`src/rtl/ln_pkg.sv`:
```
// ln_pkg: shared types and constants for the
// LayerNorm statistics stage
package ln_pkg;

  localparam int N_DEF      = 16;
  localparam int FRAC_DEF   = 8;
  localparam int LOG2_D_DEF = 6;

  localparam int VAR_MAX = (1 << (N_DEF - 1)) - 1;

  typedef enum logic [2:0] {
    ACC,
    DRAIN,
    MEAN,
    VAR,
    OUT
  } state_e;

  function automatic int var_max(input int n);
    return (1 << (n - 1)) - 1;
  endfunction

endpackage

```
`src/rtl/ln_stats_if.sv`:
```
// ln_stats_if: sample stream in, mean/var
// result stream out
interface ln_stats_if
  import ln_pkg::*;
#(
  parameter int N = N_DEF
);

  logic         in_valid;
  logic         in_ready;
  logic [N-1:0] in_data;
  logic         in_last;
  logic         out_valid;
  logic         out_ready;
  logic [N-1:0] out_mean;
  logic [N-1:0] out_var;
  logic         err_len;

  modport master (
    output in_valid, in_data, in_last,
    output out_ready,
    input  in_ready, out_valid,
    input  out_mean, out_var, err_len
  );

  modport slave (
    input  in_valid, in_data, in_last,
    input  out_ready,
    output in_ready, out_valid,
    output out_mean, out_var, err_len
  );

endinterface

```
`src/rtl/ln_square.sv`:
```
// ln_square: registered full-width signed
// square, one cycle latency
module ln_square #(
  parameter int N = 16
) (
  input  logic                  clk,
  input  logic                  rst,
  input  logic                  en,
  input  logic signed [N-1:0]   a,
  output logic signed [2*N-1:0] p
);

  logic signed [2*N-1:0] p_d;
  logic signed [2*N-1:0] p_q;

  // square the new sample, hold otherwise
  always_comb begin
    p_d = p_q;
    if (en) p_d = (2*N)'(a) * (2*N)'(a);
  end

  // product register
  always_ff @(posedge clk) begin
    if (rst) p_q <= '0;
    else     p_q <= p_d;
  end

  assign p = p_q;

endmodule

```
`src/rtl/ln_stats.sv`:
```
// ln_stats: streaming mean / biased variance
// of a D-sample vector, feeding the scale path
module ln_stats
  import ln_pkg::*;
#(
  parameter int N         = N_DEF,
  parameter int FRAC_BITS = FRAC_DEF,
  parameter int LOG2_D    = LOG2_D_DEF
) (
  input logic       clk,
  input logic       rst,
  ln_stats_if.slave bus
);

  localparam int SW = N + LOG2_D;
  localparam int PW = 2 * N;
  localparam int QW = PW + LOG2_D;

  localparam logic [LOG2_D:0] D_CNT =
    {1'b1, {LOG2_D{1'b0}}};
  localparam logic [N-1:0] VLIM =
    N'(var_max(N));
  localparam logic [PW-1:0] VLIM_W =
    {{N{1'b0}}, VLIM};

  state_e state_q, state_d;

  logic [SW-1:0]     sum_q, sum_d;
  logic [QW-1:0]     sumsq_q, sumsq_d;
  logic [LOG2_D:0]   cnt_q, cnt_d;
  logic              sqv_q, sqv_d;
  logic              err_q, err_d;
  logic [N-1:0]      mean_q, mean_d;
  logic [PW-1:0]     ex2_q, ex2_d;
  logic [PW-1:0]     msq_q, msq_d;
  logic [N-1:0]      omean_q, omean_d;
  logic [N-1:0]      ovar_q, ovar_d;
  logic              oerr_q, oerr_d;
  logic              ov_q, ov_d;

  logic signed [PW-1:0] sq;
  logic signed [PW-1:0] mean_w;
  logic signed [PW:0]   v;
  logic [PW-1:0]        vpos;
  logic [PW-1:0]        vsh;
  logic [N-1:0]         vsat;
  logic [LOG2_D:0]      cnt_inc;
  logic                 rdy;
  logic                 acc;
  logic                 full;
  logic                 vend;
  logic                 hs;

  assign cnt_inc = cnt_q + 1'b1;
  assign acc  = bus.in_valid && rdy;
  assign full = (cnt_inc == D_CNT);
  assign vend = acc && (bus.in_last || full);
  assign hs   = ov_q && bus.out_ready;

  ln_square #(.N(N)) u_sq (
    .clk (clk),
    .rst (rst),
    .en  (acc),
    .a   (bus.in_data),
    .p   (sq)
  );

  // state register
  always_ff @(posedge clk) begin
    if (rst) state_q <= ACC;
    else     state_q <= state_d;
  end

  // next state: accumulate, flush, divide,
  // variance, then hold until handshake
  always_comb begin
    state_d = state_q;
    unique case (state_q)
      ACC:   if (vend) state_d = DRAIN;
      DRAIN: state_d = MEAN;
      MEAN:  state_d = VAR;
      VAR:   state_d = OUT;
      OUT:   if (hs) state_d = ACC;
      default: state_d = ACC;
    endcase
  end

  // state-decoded outputs
  always_comb begin
    rdy = (state_q == ACC);
  end

  // variance finish: clamp negative, scale,
  // saturate
  always_comb begin
    v    = $signed({1'b0, ex2_q})
         - $signed({msq_q[PW-1], msq_q});
    vpos = v[PW] ? '0 : v[PW-1:0];
    vsh  = vpos >> FRAC_BITS;
    vsat = (vsh > VLIM_W) ? VLIM : vsh[N-1:0];
  end

  // datapath next values
  always_comb begin
    sum_d   = sum_q;
    sumsq_d = sumsq_q;
    cnt_d   = cnt_q;
    err_d   = err_q;
    mean_d  = mean_q;
    ex2_d   = ex2_q;
    msq_d   = msq_q;
    omean_d = omean_q;
    ovar_d  = ovar_q;
    oerr_d  = oerr_q;
    ov_d    = ov_q;
    sqv_d   = acc;
    mean_w  = PW'($signed(mean_q));
    if (acc) begin
      sum_d = sum_q
            + {{LOG2_D{bus.in_data[N-1]}},
               bus.in_data};
      cnt_d = cnt_inc;
    end
    if (vend) err_d = bus.in_last ^ full;
    if (sqv_q) sumsq_d = sumsq_q + {{LOG2_D{1'b0}}, sq};
    if (state_q == MEAN) begin
      mean_d = sum_q[LOG2_D +: N];
      ex2_d  = sumsq_q[LOG2_D +: PW];
    end
    if (state_q == VAR) msq_d = mean_w * mean_w;
    if (state_q == OUT && !ov_q) begin
      omean_d = mean_q;
      ovar_d  = vsat;
      oerr_d  = err_q;
      ov_d    = 1'b1;
    end
    if (hs) begin
      ov_d    = 1'b0;
      sum_d   = '0;
      sumsq_d = '0;
      cnt_d   = '0;
    end
  end

  // datapath registers
  always_ff @(posedge clk) begin
    if (rst) begin
      sum_q   <= '0;
      sumsq_q <= '0;
      cnt_q   <= '0;
      sqv_q   <= 1'b0;
      err_q   <= 1'b0;
      mean_q  <= '0;
      ex2_q   <= '0;
      msq_q   <= '0;
      omean_q <= '0;
      ovar_q  <= '0;
      oerr_q  <= 1'b0;
      ov_q    <= 1'b0;
    end else begin
      sum_q   <= sum_d;
      sumsq_q <= sumsq_d;
      cnt_q   <= cnt_d;
      sqv_q   <= sqv_d;
      err_q   <= err_d;
      mean_q  <= mean_d;
      ex2_q   <= ex2_d;
      msq_q   <= msq_d;
      omean_q <= omean_d;
      ovar_q  <= ovar_d;
      oerr_q  <= oerr_d;
      ov_q    <= ov_d;
    end
  end

  assign bus.in_ready  = rdy;
  assign bus.out_valid = ov_q;
  assign bus.out_mean  = omean_q;
  assign bus.out_var   = ovar_q;
  assign bus.err_len   = oerr_q;

endmodule

```
`src/flat_wrapper.sv`:
```
// flat-port wrapper written by rule: the top's interface ports become plain ports
module ln_stats_flat import ln_pkg::*;
#(
  parameter int N         = N_DEF,
  parameter int FRAC_BITS = FRAC_DEF,
  parameter int LOG2_D    = LOG2_D_DEF
)
  (clk, rst, bus_in_valid, bus_in_data, bus_in_last, bus_out_ready, bus_in_ready, bus_out_valid, bus_out_mean, bus_out_var, bus_err_len);
  ln_stats_if #(.N(N)) bus_i ();
  input logic clk;
  input logic rst;
  input wire logic [$bits(bus_i.in_valid)-1:0] bus_in_valid;
  input wire logic [$bits(bus_i.in_data)-1:0] bus_in_data;
  input wire logic [$bits(bus_i.in_last)-1:0] bus_in_last;
  input wire logic [$bits(bus_i.out_ready)-1:0] bus_out_ready;
  output wire logic [$bits(bus_i.in_ready)-1:0] bus_in_ready;
  output wire logic [$bits(bus_i.out_valid)-1:0] bus_out_valid;
  output wire logic [$bits(bus_i.out_mean)-1:0] bus_out_mean;
  output wire logic [$bits(bus_i.out_var)-1:0] bus_out_var;
  output wire logic [$bits(bus_i.err_len)-1:0] bus_err_len;
  assign bus_i.in_valid = bus_in_valid;
  assign bus_i.in_data = bus_in_data;
  assign bus_i.in_last = bus_in_last;
  assign bus_i.out_ready = bus_out_ready;
  assign bus_in_ready = bus_i.in_ready;
  assign bus_out_valid = bus_i.out_valid;
  assign bus_out_mean = bus_i.out_mean;
  assign bus_out_var = bus_i.out_var;
  assign bus_err_len = bus_i.err_len;
  ln_stats #(.N(N), .FRAC_BITS(FRAC_BITS), .LOG2_D(LOG2_D)) u_core (.clk(clk), .rst(rst), .bus(bus_i));
endmodule
```
`config.mk`:
```
export PLATFORM = sky130hd
export DESIGN_NAME = ln_stats_flat
export DESIGN_NICKNAME = d
export VERILOG_FILES = /design/src/rtl/ln_pkg.sv /design/src/rtl/ln_stats_if.sv /design/src/rtl/ln_square.sv /design/src/rtl/ln_stats.sv /design/src/flat_wrapper.sv
export SDC_FILE = /design/constraint.sdc
export NUM_CORES = 2
export LEC_CHECK = 0
export CAP_MARGIN = 10
export CORE_MARGIN = 2
export CORE_UTILIZATION = 30
export CTS_CLUSTER_DIAMETER = 100
export DETAILED_ROUTE_END_ITERATION = 16
export GPL_TIMING_DRIVEN = 0
export SLEW_MARGIN = 20
export SYNTH_ARGS = -nofsm -noshare
export SYNTH_HDL_FRONTEND = slang
export SYNTH_SLANG_ARGS = --single-unit
```
`constraint.sdc`:
```
create_clock -name clk -period 11.61 [get_ports clk]
set_clock_uncertainty 0.15 [all_clocks]
set_input_delay 2.9025 -clock clk [delete_from_list [all_inputs] [get_ports clk]]
set_output_delay 2.9025 -clock clk [all_outputs]
set_load 0.005 [all_outputs]
```
# Word-level counts from Yosys, hierarchy flattened
# Index checks and enable logic that the tools add are counted.
dict set report word_totals {
  register_bits 218
  inputBits 21
  out_inout_bits 35
  elab_cells 43
}
dict set report op_classes {
  multipliers 2
  eq_ne 7
  n_addsub 4
  muxes 5
  magnitude_cmp 1
  reduce_logical 9
  bitwise_logic 1
}
# operator count
set op_table {}
lappend op_table {{multiplier 16 x 16 -> 32 bit} 2}
lappend op_table {{adder 38 x 32 -> 38 bit} 1}
lappend op_table {{subtractor 33 x 32 -> 33 bit} 1}
lappend op_table {{two-way mux 32 bit} 1}
lappend op_table {{greater-than comparator 24 x 15 -> 1 bit (second input constant)} 1}
lappend op_table {{adder 22 bit} 1}
lappend op_table {{two-way mux 16 bit} 1}
lappend op_table {{case mux 3 bit (5 select lines)} 1}
lappend op_table {{adder 7 x 1 -> 7 bit (second input constant)} 1}
lappend op_table {{== test 7 bit (second input constant)} 1}
lappend op_table {{== test 3 x 2 -> 1 bit (second input constant)} 2}
lappend op_table {{two-way mux 3 bit} 2}
lappend op_table {{logical AND 1 bit} 4}
lappend op_table {{== test 3 x 1 -> 1 bit (second input constant)} 1}
lappend op_table {{== test 3 bit (second input constant)} 1}
lappend op_table {{logical NOT 3 bit} 1}
lappend op_table {{!= test 2 x 1 -> 1 bit (second input constant)} 1}
lappend op_table {{!= test 2 bit (second input constant)} 1}
lappend op_table {{AND reduction 2 bit} 1}
lappend op_table {{OR reduction 2 bit} 1}
lappend op_table {{logical NOT 1 bit} 1}
lappend op_table {{logical OR 1 bit} 1}
lappend op_table {{bitwise XOR 1 bit} 1}

# Longest topological paths before layout
dict set report depth {
  word_depth 6
  mapped_depth 26
  depth_no_buf 25
}

# Cells and area by module
# Synthesis repeated with hierarchy kept, for this count alone.
dict set report hier_totals {
  hier_cells 3529
  area_unflattened_um2 30080.1
}
# module area_each_um2 seq_area_each_um2 instances cells_per_inst
set by_module_without_submodules {}
lappend by_module_without_submodules {ln_stats 19776.5 3703.6 1 2381}
lappend by_module_without_submodules {ln_square 10303.6 620.6 1 1148}

# Worst setup path after synthesis
# OpenSTA, ideal clock, no wires.
dict set report synth_timing {
  path_kind {in2reg}
  startpoint {input bus_in_data[15]}
  endpoint {register u_core.u_sq.p_q[29], in the netlist u_core.u_sq.p[29]}
  slack_ns 2.357
  setup_ns 0.116
  stages 23
  arrival_time_ns 8.987
  cell_sequence {clkinv_1 > buf_1 > nor2_1 > fa_1 > fa_1 > fa_1 > fa_1 > fa_1 > inv_1 > fa_1 > inv_1 > ha_1 > buf_2 > a21oi_1 > a21o_1 > o211ai_1 > a2111oi_2 > o21bai_1 > a21o_1 > a21o_1 > a21o_1 > a211o_1 > a31o_1}
}
dict set report synth_via {
  elab_chain_len 1
}
# element line_no
set synth_lines {}
lappend synth_lines {{start: declaration} flat_wrapper.sv:13} ;# input wire logic [$bits(bus_i.in_data)-1:0] bus_in_data;
lappend synth_lines {{multiplier 16 x 16 -> 32 bit} ln_square.sv:19} ;# if (en) p_d = (2*N)'(a) * (2*N)'(a);
lappend synth_lines {{end signal: assignment} ln_square.sv:25} ;# else p_q <= p_d;
lappend synth_lines {{end: declaration} ln_square.sv:14} ;# logic signed [2*N-1:0] p_q;
# Every way passes these cells.
# A chain may end at the register's enable or synchronous reset.

# Worst setup path after layout
# Ends and elaborated chain as after synthesis.

==> parameters.txt <==
Parameter                              Value

Status
  Result of the run ... finished, final reports clean

Floorplan
  Die span in y ... between 300 and 400 um
  Site Rows ... 114
  Die boundary width ... 317 um
  Top Ports ... 56
  Area of the core ... a little under 0.1 sq mm
  Die Footprint ... 0.101 sq mm
  Effective utilization at floorplan ... 30.4%

Worst setup path
  Count of cells along the worst register-to-register path ... 25
  Arrival time at the worst endpoint ... 10.95 ns
  Critical R2R Launch ... u_core.mean_q[9]
  Worst path max stage delay ... 0.78 ns
  Critical Path Sink ... u_core.u_sq.p[29]
  Top Family by Delay on Critical Path ... adder cells
  Required arrival time at the worst endpoint ... 11.92 ns
  Standard cell with the maximum stage delay on the critical path ... sky130_fd_sc_hd__clkdlybuf4s50_1
  Reg2Reg Capture Point ... u_core.msq_q[28]
  Crit. Startpoint ... bus_in_data[15]
  Critical Setup Path Class ... in -> reg
  Sequence of cells on the critical path ... clkdlybuf4s50_1 > clkinv_1 > buf_1 > nor2_1 > fa_1 > fa_1 > inv_1 > fa_1 > inv_1 > fa_1 > fa_1 > inv_1 > fa_1 > inv_1 > ha_1 > a21oi_1 > o211ai_1 > a2111oi_2 > o21bai_1 > a21o_1 > a21o_1 > a21o_1 > a211o_1 > a31o_1
  Most repeated library cell on the critical path ... sky130_fd_sc_hd__fa_1
  Biggest fanout along the worst timing path ... 10
  Sort of element at the start of the critical path ... input pin
  Worst reg2reg setup slack ... roughly 4 ns
  Number of gates on the worst path with buffers counted ... 24
  Buffers and inverters on the worst path ... 7
  Worst Setup End Kind ... flip-flop

STA
  Unrepaired setup endpoints after global routing ... no
  Number of hold violations in the final report ... 0
  Number of max-slew violations in the final report ... 0
  Peak clock frequency supported by timing ... ~0.094 GHz
  Period minus WS final ... roughly 11 ns
  Worst slew margin ... a little under two fifths
  Setup-violating endpoint count in the final report ... 0
  Final worst-path setup slack ... 0.968 ns
  Final worst-path cycle share ... 91.7%
  Slew of the pin with the lowest slew margin ... 0.935 ns
  Total Negative Setup Slacks ... 0 ns

Pwr
  Switching part of the total ... 49.5%
  Leakage power ... about 15 nW
  Internal power of the cells ... around 3.6 mW
  Peak ir drop on the vdd network ... 0.370 mV
  Switching pwr ... 3.52 mW
  Seq pwr share ... 12.1%
  Proportion of power drawn by combinational gates ... 75.7%
  Clk pwr share ... between 10 and 15%
  Ratio of total power to cell area ... 219 mW/mm^2

CTS
  Maximum level of the CTS H-tree ... 1
  Cts repair resizes ... 0
  Setup repair bufs after CTS ... 0
  Clock Pin Slew Worst Setup and Hold Paths ... around 0.060 ns
  CTS Root Buffer Type ... sky130_fd_sc_hd__clkbuf_16
  Total clock buffers created by CTS ... 26
  Clock insertion delay at the later pin of the skew report ... around 0.56 ns
  CTS tree ... built
  Cts hold-fix bufs ... 0
  Buffers from clock root to sink, at most ... 3
  Clock Sink Count ... 216

Synthesis
  EDFF count, synth ... 0
  Mean instance size in the synthesized netlist ... 8.51 sq um
  Post-Synth Adder-Cell Area ... 42.9%
  Post-synthesis cell type count ... 87
  Area fraction in compound gates after synthesis ... between 10% and 20%
  Sequential fraction of the synthesis area ... ~15%
  Synth Flop Type ... sky130_fd_sc_hd__dfxtp_1
  Biggest area contributors in the synthesized netlist ... sky130_fd_sc_hd__fa_1 32%, sky130_fd_sc_hd__dfxtp_1 15%, sky130_fd_sc_hd__ha_1 11%
  Total number of yosys warnings ... 0
  Cell area after technology mapping ... 0.0294 sq mm
  Syn Inst Count ... 3460
  Post-synthesis share of cell area spent on and, or, nand and nor gates ... between 10 and 15%
  Xor and xnor fraction of the mapped netlist area ... 4.52%
  Share of the synthesized area in the top cell type ... about a third
  Multiplexer share of the synthesized area ... 1.09%
  Cell taking the most area after synthesis ... sky130_fd_sc_hd__fa_1
  Commonest cells in the synthesized netlist ... 714 x sky130_fd_sc_hd__inv_1, 482 x sky130_fd_sc_hd__nand2_1, 469 x sky130_fd_sc_hd__fa_1
  Flip-flop and latch count after synthesis ... 216
  Most numerous cell in the Yosys netlist ... sky130_fd_sc_hd__inv_1
  Post-Syn Nets ... 4209
  Post-synth ARST share ... 0%
  Combinational family with the most area after synthesis ... adder cells

Drt
  Residual DRC ... 0
  Drt first pass iters ... 7
  Number of vias in the routed layout ... 22700
  Detail-routed via count per cell ... approximately 4.7
  Routed length per instance ... 16.3 um
  ANT nets after route ... 0
  Starting DRC count in detailed routing ... 1277
  Total routed wirelength ... 78.9 mm

Global route
  Global route total overflow ... 0
  Maximum number of pins on one net before global-route repair ... 14
  Global-route wire length before repair ... 130 mm
  Overall global routing resource usage ... 16.3%
  Via count of the first global-routing pass ... roughly 24000
  Number of antenna violations at the first check in global routing ... 0

Layout
  Area of all placed cells without fillers ... 0.0325 sq mm
  Final net count ... 4292
  Ratio of cells with drive above 1 in the final layout ... 2.50%
  Area growth, synth to finish ... 10.4%
  Number of antenna diodes ... 0

Placed design
  Minimum setup slack after placement ... approximately 0.45 ns
  Placed instance area ... 0.0316 sq mm
  RePlAce Congestion ... 0.886
  IO Port Bufs ... 55
  Sum of net half-perimeters after detailed placement ... between 60 and 70 mm

Flow run
  Max-Cap Viols ... 0

Min path
  HP Class ... reg -> reg
## area by class of cell
class	instances	area, sq um
inverter	719	2700
tap	1276	1600
buffer	120	465
timing repair buffer	55	551
fill	10200	64500
clock inverter	13	189
clock buffer	35	714
multi-input combinational	2405	22000
sequential	216	4320
## worst reg2reg max path: stages, from the launching register on
cell and delay [ns]:
sky130_fd_sc_hd__dfxtp_1 0.41, sky130_fd_sc_hd__clkbuf_1 0.49, sky130_fd_sc_hd__clkbuf_1 0.56, sky130_fd_sc_hd__nand2_1 0.19, sky130_fd_sc_hd__fa_1 0.55, sky130_fd_sc_hd__inv_1 0.06, sky130_fd_sc_hd__fa_1 0.50, sky130_fd_sc_hd__inv_1 0.06
sky130_fd_sc_hd__fa_1 0.53, sky130_fd_sc_hd__inv_1 0.05, sky130_fd_sc_hd__fa_1 0.38, sky130_fd_sc_hd__fa_1 0.51, sky130_fd_sc_hd__inv_1 0.05, sky130_fd_sc_hd__fa_1 0.51, sky130_fd_sc_hd__inv_1 0.06, sky130_fd_sc_hd__ha_1 0.38
sky130_fd_sc_hd__a211oi_1 0.24, sky130_fd_sc_hd__nor2_1 0.08, sky130_fd_sc_hd__o31ai_1 0.46, sky130_fd_sc_hd__o21a_1 0.21, sky130_fd_sc_hd__a31oi_1 0.13, sky130_fd_sc_hd__a211oi_1 0.35, sky130_fd_sc_hd__xor2_1 0.30, sky130_fd_sc_hd__nor2_1 0.07
sky130_fd_sc_hd__a21oi_1 0.13, sky130_fd_sc_hd__nor2_1 0.05
## logic make-up after synthesis
group,Yosys count
simple gates,953
buf+inv,839
fa+ha+maj,728
compound gates,540
flops,216
xor+xnor,152
mux,32
## flip-flops by register name, summed over array words and instances, names as in the netlist
name and cells:
u_core.sqv_q 1, u_core.sumsq_q 38, u_core.bus.err_len 1, u_core.msq_q 31
u_core.ex2_q 32, u_core.bus.out_valid 1, u_core.cnt_q 7, u_core.bus.out_var 16
u_core.err_q 1, u_core.mean_q 16, u_core.sum_q 22, u_core.bus.out_mean 16
u_core.state_q 3, u_core.u_sq.p 31
## worst min path at each step
| stage | start | endpoint | cells past startpoint |
|---|---|---|---|
| detailed placement | u_core.msq_q[6] | u_core.msq_q[6] | 2 |
| CTS | u_core.bus.out_mean[10] | u_core.bus.out_mean[10] | 2 |
| finish | u_core.bus.out_mean[10] | u_core.bus.out_mean[10] | 2 |
| global placement | u_core.msq_q[22] | u_core.msq_q[22] | 2 |
| global route | u_core.bus.out_mean[6] | u_core.bus.out_mean[6] | 2 |
| floorplan | u_core.err_q | u_core.bus.err_len | 2 |
## stage by stage
step / hold slack [ns] / utilization (%) / instances / total power [mW]
finish: 0.301 / 33.5 / 4839 / 7.10
global route: 0.323 / 33.5 / 4839 / 7.99
CTS: 0.306 / 33.5 / 4839 / 7.17
detailed placement: 0.298 / 32.6 / 4791 / 6.27
global placement: 0.289 / 32.6 / 4791 / 6.24
floorplan: 0.278 / - / 3460 / 5.06
## routing by layer
| metal | vias to the layer above | track usage [%] | wire, um |
|---|---|---|---|
| met4 | 0 | 4.58 | 2550 |
| met5 | - | 0 | 0 |
| met3 | 117 | 1.55 | 3480 |
| met2 | 474 | 28.2 | 37500 |
| li1 | 11000 | - | - |
| met1 | 11100 | 21.5 | 35400 |
## cells in the final DEF, fill, tap and decap left out, types with 18 or more instances in the layout
cell and count:
sky130_fd_sc_hd__a21oi_1 243, sky130_fd_sc_hd__and3_1 18, sky130_fd_sc_hd__mux2i_1 31, sky130_fd_sc_hd__nand2b_1 26, sky130_fd_sc_hd__ha_1 259, sky130_fd_sc_hd__dfxtp_1 216, sky130_fd_sc_hd__xor2_1 41, sky130_fd_sc_hd__nor2b_1 20
sky130_fd_sc_hd__clkdlybuf4s50_1 55, sky130_fd_sc_hd__a211oi_1 29, sky130_fd_sc_hd__nor3_1 24, sky130_fd_sc_hd__nor2_1 192, sky130_fd_sc_hd__nand3_1 43, sky130_fd_sc_hd__clkbuf_16 26, sky130_fd_sc_hd__clkbuf_1 109, sky130_fd_sc_hd__nand2_1 482
sky130_fd_sc_hd__xnor2_1 111, sky130_fd_sc_hd__o21ai_0 75, sky130_fd_sc_hd__o21a_1 18, sky130_fd_sc_hd__a21o_1 49, sky130_fd_sc_hd__fa_1 469, sky130_fd_sc_hd__inv_1 714, sky130_fd_sc_hd__and2_1 84
## power by group through the flow
stage,clock network (mW),registers (mW),logic [mW]
final,0.867,0.859,5.38
after global routing,0.918,0.866,6.20
after CTS,0.884,0.860,5.43
after detailed placement,0,0.876,5.39
after global placement,0,0.876,5.37
after floorplan,0,0.848,4.22
(Power assumes the default switching activity.)
